### src/rtl/bleuart_tx_drain.sv
// FIFO-draining 8N1 UART transmitter for the BLE link, gated by the module's active-low CTS.
// Optional even parity bit compiled in with `define BLEUART_TX_PARITY_EN.
module bleuart_tx_drain #(
    parameter int CLKS_PER_BIT = 434,
    parameter int DATA_WIDTH   = 8
) (
    input  logic                  clk,
    input  logic                  rst,
    input  logic                  fifo_empty,
    input  logic [DATA_WIDTH-1:0] fifo_data,
    output logic                  fifo_r_en,
    input  logic                  cts_n,
    output logic                  tx,
    output logic                  busy,
    output logic                  tx_done
);

    localparam int BW = (CLKS_PER_BIT > 1) ? $clog2(CLKS_PER_BIT) : 1;
    localparam int CW = $clog2(DATA_WIDTH) + 1;
    localparam logic [BW-1:0] BAUD_LAST = BW'(CLKS_PER_BIT - 1);
    localparam logic [CW-1:0] BIT_LAST  = CW'(DATA_WIDTH - 1);

    localparam logic [2:0] S_IDLE   = 3'd0;
    localparam logic [2:0] S_FETCH  = 3'd1;
    localparam logic [2:0] S_LOAD   = 3'd2;
    localparam logic [2:0] S_START  = 3'd3;
    localparam logic [2:0] S_DATA   = 3'd4;
    localparam logic [2:0] S_STOP   = 3'd5;
`ifdef BLEUART_TX_PARITY_EN
    localparam logic [2:0] S_PARITY = 3'd6;
`endif

    logic [2:0]            state;
    logic [2:0]            state_nxt;
    logic [BW-1:0]         baud_cnt;
    logic [CW-1:0]         bit_cnt;
    logic [DATA_WIDTH-1:0] shreg;
    logic                  cts_meta_n;
    logic                  cts_sync_n;
    logic                  baud_wrap;

    assign baud_wrap = (baud_cnt == BAUD_LAST);

    // cts_n is asynchronous to clk; reset to "not clear" so nothing pops out of reset
    always_ff @(posedge clk or negedge rst) begin
        if (!rst) begin
            cts_meta_n <= 1'b1;
            cts_sync_n <= 1'b1;
        end else begin
            cts_meta_n <= cts_n;
            cts_sync_n <= cts_meta_n;
        end
    end

    always_comb begin
        state_nxt = state;
        case (state)
            S_IDLE:  if (!fifo_empty && !cts_sync_n) state_nxt = S_FETCH;
            S_FETCH: state_nxt = S_LOAD;
            S_LOAD:  state_nxt = S_START;
            S_START: if (baud_wrap) state_nxt = S_DATA;
            S_DATA: begin
                if (baud_wrap && bit_cnt == BIT_LAST) begin
`ifdef BLEUART_TX_PARITY_EN
                    state_nxt = S_PARITY;
`else
                    state_nxt = S_STOP;
`endif
                end
            end
`ifdef BLEUART_TX_PARITY_EN
            S_PARITY: if (baud_wrap) state_nxt = S_STOP;
`endif
            S_STOP:  if (baud_wrap) state_nxt = S_IDLE;
            default: state_nxt = S_IDLE;
        endcase
    end

    always_ff @(posedge clk or negedge rst) begin
        if (!rst) begin
            state <= S_IDLE;
        end else begin
            state <= state_nxt;
        end
    end

    // Baud counter free-runs through the frame states; LOAD zeroes it so START gets a full bit
    always_ff @(posedge clk or negedge rst) begin
        if (!rst) begin
            baud_cnt <= '0;
            bit_cnt  <= '0;
            shreg    <= '0;
        end else begin
            case (state)
                S_LOAD: begin
                    shreg    <= fifo_data;
                    baud_cnt <= '0;
                    bit_cnt  <= '0;
                end
                S_START, S_STOP: begin
                    baud_cnt <= baud_wrap ? '0 : baud_cnt + 1'b1;
                end
`ifdef BLEUART_TX_PARITY_EN
                S_PARITY: begin
                    baud_cnt <= baud_wrap ? '0 : baud_cnt + 1'b1;
                end
`endif
                S_DATA: begin
                    baud_cnt <= baud_wrap ? '0 : baud_cnt + 1'b1;
                    if (baud_wrap) begin
                        shreg   <= shreg >> 1;
                        bit_cnt <= bit_cnt + 1'b1;
                    end
                end
                default: begin
                    baud_cnt <= '0;
                end
            endcase
        end
    end

`ifdef BLEUART_TX_PARITY_EN
    // Data bits are shifted out, so the even-parity bit is latched with the byte
    logic par_bit;

    always_ff @(posedge clk or negedge rst) begin
        if (!rst) begin
            par_bit <= 1'b0;
        end else if (state == S_LOAD) begin
            par_bit <= ^fifo_data;
        end
    end
`endif

    // Moore decode: reset forces IDLE, so tx goes high without waiting for a clock
    always_comb begin
        tx = 1'b1;
        case (state)
            S_START:  tx = 1'b0;
            S_DATA:   tx = shreg[0];
`ifdef BLEUART_TX_PARITY_EN
            S_PARITY: tx = par_bit;
`endif
            default:  tx = 1'b1;
        endcase
    end

    assign fifo_r_en = (state == S_FETCH);
    assign busy      = (state != S_IDLE);
    assign tx_done   = (state == S_STOP) && baud_wrap;

endmodule
### config.mk
export PLATFORM = sky130hd
export DESIGN_NAME = bleuart_tx_drain
export DESIGN_NICKNAME = d
export VERILOG_FILES = /design/src/rtl/bleuart_tx_drain.sv
export SDC_FILE = /design/constraint.sdc
export NUM_CORES = 1
export LEC_CHECK = 0
export BUFFER_PORTS_ARGS = -buffer_cell sky130_fd_sc_hd__buf_2
export CAP_MARGIN = 0
export CORE_MARGIN = 2
export CORE_UTILIZATION = 60
export CTS_BUF_LIST = sky130_fd_sc_hd__clkbuf_4 sky130_fd_sc_hd__clkbuf_8
export DETAILED_ROUTE_END_ITERATION = 16
export PLACE_DENSITY_LB_ADDON = 0.25
export REMOVE_ABC_BUFFERS = 1
export SLEW_MARGIN = 20
export SYNTH_ARGS = -nofsm -noshare
export SYNTH_HDL_FRONTEND = slang
export SYNTH_SLANG_ARGS = --single-unit
export TNS_END_PERCENT = 100
### constraint.sdc
create_clock -name clk -period 4.3 [get_ports clk]
set_input_delay 0.215 -clock clk [delete_from_list [all_inputs] [get_ports clk]]
set_output_delay 0.215 -clock clk [all_outputs]
set_load 0.05 [all_outputs]
======== Yosys cells after proc, flatten, opt, wreduce, memory -nomap -nowiden ========
Index checks and enable logic that the tools add are counted.
storage, ports and cells
  bits of input ports ..................... 12
  register bits ........................... 26
  output and inout port bits .............. 4
  word-level logic and storage cells ...... 43
operators by class
  multiplexer cells ....................... 12
  reductions and logical operators ........ 11
  $add $sub $neg .......................... 2
  equal/unequal tests ..................... 12
operators by type and width
  cell                                                 number
  two-way mux 9 bit                                    2
  case mux 3 bit (6 select lines)                      1
  case mux 8 bit (2 select lines)                      1
  two-way mux 3 bit                                    4
  != test 2 bit, second input constant                 5
  adder 9 x 1 -> 9 bit, second input constant          1
  equality test 9 bit, second input constant           1
  two-way mux 8 bit                                    1
  case mux 4 bit (2 select lines)                      1
  equality test 3 x 2 -> 1 bit, second input constant  2
  equality test 3 bit, second input constant           2
  adder 4 x 1 -> 4 bit, second input constant          1
  equality test 4 x 3 -> 1 bit, second input constant  1
  two-way mux 4 bit                                    1
  AND reduction 4 bit                                  1
  equality test 3 x 1 -> 1 bit, second input constant  1
  logical AND 1 bit                                    3
  zero test 3 bit                                      1
  nonzero test 3 bit                                   1
  OR reduction 3 bit                                   1
  zero test 1 bit                                      2
  case mux 1 bit (2 select lines)                      1
  AND reduction 2 bit                                  1
  nonzero test 2 bit                                   1

======== Logic depth before layout (Yosys ltp) ========
  depth after elaboration ................. 4
  depth in mapped cells ................... 8
  gate-level depth less buffers ........... 6

======== Least setup slack after synthesis ========
No wires, ideal clock.
  kind .................................... reg-to-output
  start point ............................. register state[0]
  end point ............................... output port fifo_r_en
  stages on the path, launching flop included .. 3
  data required time ...................... 4.085 ns
  data arrival time ....................... 1.820 ns
  buffers on the path ..................... 1
  path slack .............................. 2.265 ns
  cells stage by stage .................... dfrtp_1 > clkbuf_1 > nor3b_1
on the way
  cells in the longest elaborated chain, start to end .. 1
ends and longest elaborated chain
  item                          line  source
  from (decl)                   33    logic [2:0] state;
  from (signal assigned)        83    state <= state_nxt;
  equality test 3 x 1 -> 1 bit  148   assign fifo_r_en = (state == S_FETCH);
  to (decl)                     11    output logic fifo_r_en,
No other way between the ends.

======== Worst setup path in the final report ========
  start point ............................. register baud_cnt[1]
  end point ............................... output port tx_done
on the way
  cells in the longest elaborated chain, start to end .. 2
ends and longest elaborated chain
  item                    line  source
  from (decl)             35    logic [BW-1:0] baud_cnt;
  from (signal assigned)  101   baud_cnt <= baud_wrap ? '0 : baud_cnt + 1'b1;
  from (signal assigned)  109   baud_cnt <= baud_wrap ? '0 : baud_cnt + 1'b1;
  equality test 9 bit     42    assign baud_wrap = (baud_cnt == BAUD_LAST);
  logical AND 1 bit       150   assign tx_done = (state == S_STOP) && baud_wrap;
  to (decl)               15    output logic tx_done
No other way between the ends.

==> summary.md <==
| Metric | Value |
|---|---|
| Cell Area, Synth | between 1000 and 1500 um^2 |
| Clock latency on the worst-skew pair | approximately 0.32 ns |
| Crit path required time | ~4.1 ns |
| Most frequent cell after synthesis | dfrtp_1 |
| Wire per inst | ~14 um |
| Die X | approximately 51 um |
| Post-synthesis sequential area ratio | between 40% and 50% |
| Combinational fraction of design power | about 3.9% |
| Fin crit share | between 40 and 50% |
| Net Sw Frac | approximately a fifth |
| Site Rows | 17 |
| Core ar. | around 2100 um^2 |
| RePlAce Congestion | roughly 0.77 |
| Final setup vio count | 0 |
| Maxcap violations | 0 |
| Post-Route Utilization | around 67% |
| Number of global-route vias before repair | about 900 |
| GRT overflow | 0 |
| CTS Buffer Depth | 2 |
| Pleak | 0.658 nW |
| Clk sinks | 26 |
| Worst-path fanout max | 6 |
| Top-area cell type share of the netlist area | ~45% |
| Crit path arrival time | about 1.9 ns |
| Yosys top cell by area | dfrtp_1 |
| Largest cells by area after synthesis | dfrtp_1 45%, o221a_2 5.9%, nor2_2 4.2% |
| Residual DRC | 0 |
| Global-route wire length before repair | between 3 and 4 mm |
| Total vias in the final route | 920 |
| PortBufs | 15 |
| Hold_ws | about 0.09 ns |
| Worst slew pin tran | ~0.57 ns |
| Post-synth ARST share | 100% |
| Ratio of cells with drive above 1 in the final layout | a little under a third |
| Number of I/O pins | 16 |
| Peak supply drop | about 190 uV |
| Crit path cell chain | inv_1 > ha_1 > and4b_4 > and2_4 > nand2_1 > nor2_1 > buf_2 |
| Via/cell ratio | 5.71 |
| Psw | 0.0000770 W |
| Synth top cells by count | 24 x dfrtp_1, 9 x nor2_2, 8 x or3_1 |
| Initial Util | between 60% and 70% |
| Clock skew | 0.00498 ns |
| Worst Setup End Kind | primary output |
| Dpl hpwl | about 1.6 mm |
| Finished Layout Cells | about 160 |
| DRT iter0 DRCs | 9 |
| Status | finished clean |
| Mapped Cells | 120 |
| Post-Syn Area per Cell | 11.1 um^2 |
| EDFF count, synth | 0 |
| Tot GR Track Use | about a fifth |
| Pre-Repair DR Iteration Count | 4 |
| CTS Root Cell | clkbuf_4 |
| H-tree levels | 1 |
| Pwr/cell area | about 270 nW/um^2 |
| CTS tree | built |
| Number of nets with antenna violations after routing | 0 |
| Placed Cells | about 160 |
| Fin. Hold Viols | 0 |
| Setup CP Type | flop to primary output |
| DRT Wirelength | between 2 and 2.5 mm |
| Max-slew headroom at the worst pin | between 60% and 70% |
| Bufs and invs on worst path | 2 |
| Design Power | slightly below 0.0004 W |
| Die Footprint | between 2000 and 3000 um^2 |
| Largest net degree at the start of global routing | 27 |
| Post-synth cell types | 38 |
| Final critical-path required period | 2.07 ns |
| Startpoint Class | flop |
| Clock transition at the registers of the reported paths | 0.13 ns |
| Ant diodes | 0 |
| Nets | 149 |
| RSZ-0062 raised after global routing | no |
| Final setup TNS | 0 ns |
| Yosys reg bits | 26 |
| Post-CTS Resized | 0 |
| Seq pwr share | between 60% and 70% |
| Area grow syn2layout | 8.66% |
| Fmax | 0.482 GHz |
| Final Max Slew Viols | 0 |
| Synth warn | 0 |
| Type of the most critical hold path | input port to flop |
| Critical Path Slowest Stage Cell | dfrtp_1 |
| Power Internal | 0.000310 W |
| CP max stage delay | 0.43 ns |
| CP delay by family, top | simple AND/OR/NAND/NOR gates |
| Clock Power Share | a little under a third |
| Synth Flop Type | dfrtp_1 |
| CTS buffer count | 3 |
| DIE HEIGHT | slightly above 50 um |
| Initial antenna violation count | 0 |
-- cells by family after synthesis --
group           Yosys count  synth area share, %
compound gates           17                 11.3
flops                    26                 49.2
fa+ha+maj                 3                 2.83
xor+xnor                  8                 5.27
buf+inv                  10                 4.43
mux                       4                 3.39
simple gates             52                 23.6
-- sequential cells by signal (all words and copies together), names as in the netlist --
register / cells
baud_cnt: 9
shreg: 8
bit_cnt: 4
state: 3
cts_meta_n: 1
cts_sync_n: 1
-- layout by cell type (no fill, tap or decap), types with 2 or more instances in the layout --
master         netlist  routed
xnor2_1              3       3
nand3_1              5       5
nor2_1               6       6
xor2_1               5       5
nor3_1               2       2
dfstp_2              2       2
nor2b_1              2       2
ha_1                 3       3
mux2i_1              3       3
nand4_1              3       3
nand2b_1             2       2
o21ai_0              3       3
o221a_2              7       7
inv_1                2       2
dfrtp_1             24      24
clkbuf_4             0       3
dlygate4sd3_1        0       2
nand2_1              7       7
or3_1                8       8
buf_2                2      15
nor2_2               9       9
-- power groups by stage --
stage               combinational [W]  clock, W  sequential (W)
finish                      0.0000152  0.000119        0.000253
floorplan                  0.00000420         0        0.000256
global route                0.0000178  0.000134        0.000253
detailed placement          0.0000145         0        0.000257
CTS                         0.0000158  0.000126        0.000253
global placement            0.0000137         0        0.000257
-- worst register-to-register path, delay by kind of cell, from the launching register on --
kind,cells,cell delay (ns)
DFF,1,0.61
AOI/OAI and AO/OA,2,0.52
and+or+nand+nor,2,0.66
-- per-stage QoR --
stage               cell area [um^2]  setup slack (ns)
floorplan                       1280              2.26
global placement                1390              2.53
global route                    1440              2.08
detailed placement              1390              2.48
finish                          1440              2.23
CTS                             1440              2.21
-- area by class of cell --
class | instances | area, um^2
Sequential cell | 26 | 653
Fill cell | 171 | 704
Inverter | 2 | 7.51
Timing Repair Buffer | 17 | 95.1
Clock buffer | 4 | 36.3
Multi-Input combinational cell | 84 | 617
Tap cell | 28 | 35.0
-- routing by layer --
layer	GRT usage (%)	part of all wire, %
met5	0	0
met4	7.66	1.9
met3	7.31	3.7
met2	34.0	50
met1	25.4	45
-- repair_timing --
| item | CTS | global route |
|---|---|---|
| endpoints found under the hold margin | 25 | 0 |
| hold buffers | 2 | 0 |
| buffers inserted | 0 | 0 |
-- path summary, 6_finish.rpt --
path	from	end	slack, ns	cells past startpoint
worst max-delay path	baud_cnt[1]	tx_done	2.23	7
worst min-delay path	fifo_data[7]	shreg[7]	0.09	3
worst max register to register	state[0]	shreg[5]	2.47	4
worst min register to register	cts_meta_n	cts_sync_n	0.37	0
max in group asynchronous	rst	cts_sync_n	3.52	2
min in group asynchronous	rst	shreg[1]	0.40	2
No activity file was read; power rests on OpenSTA's default activity.
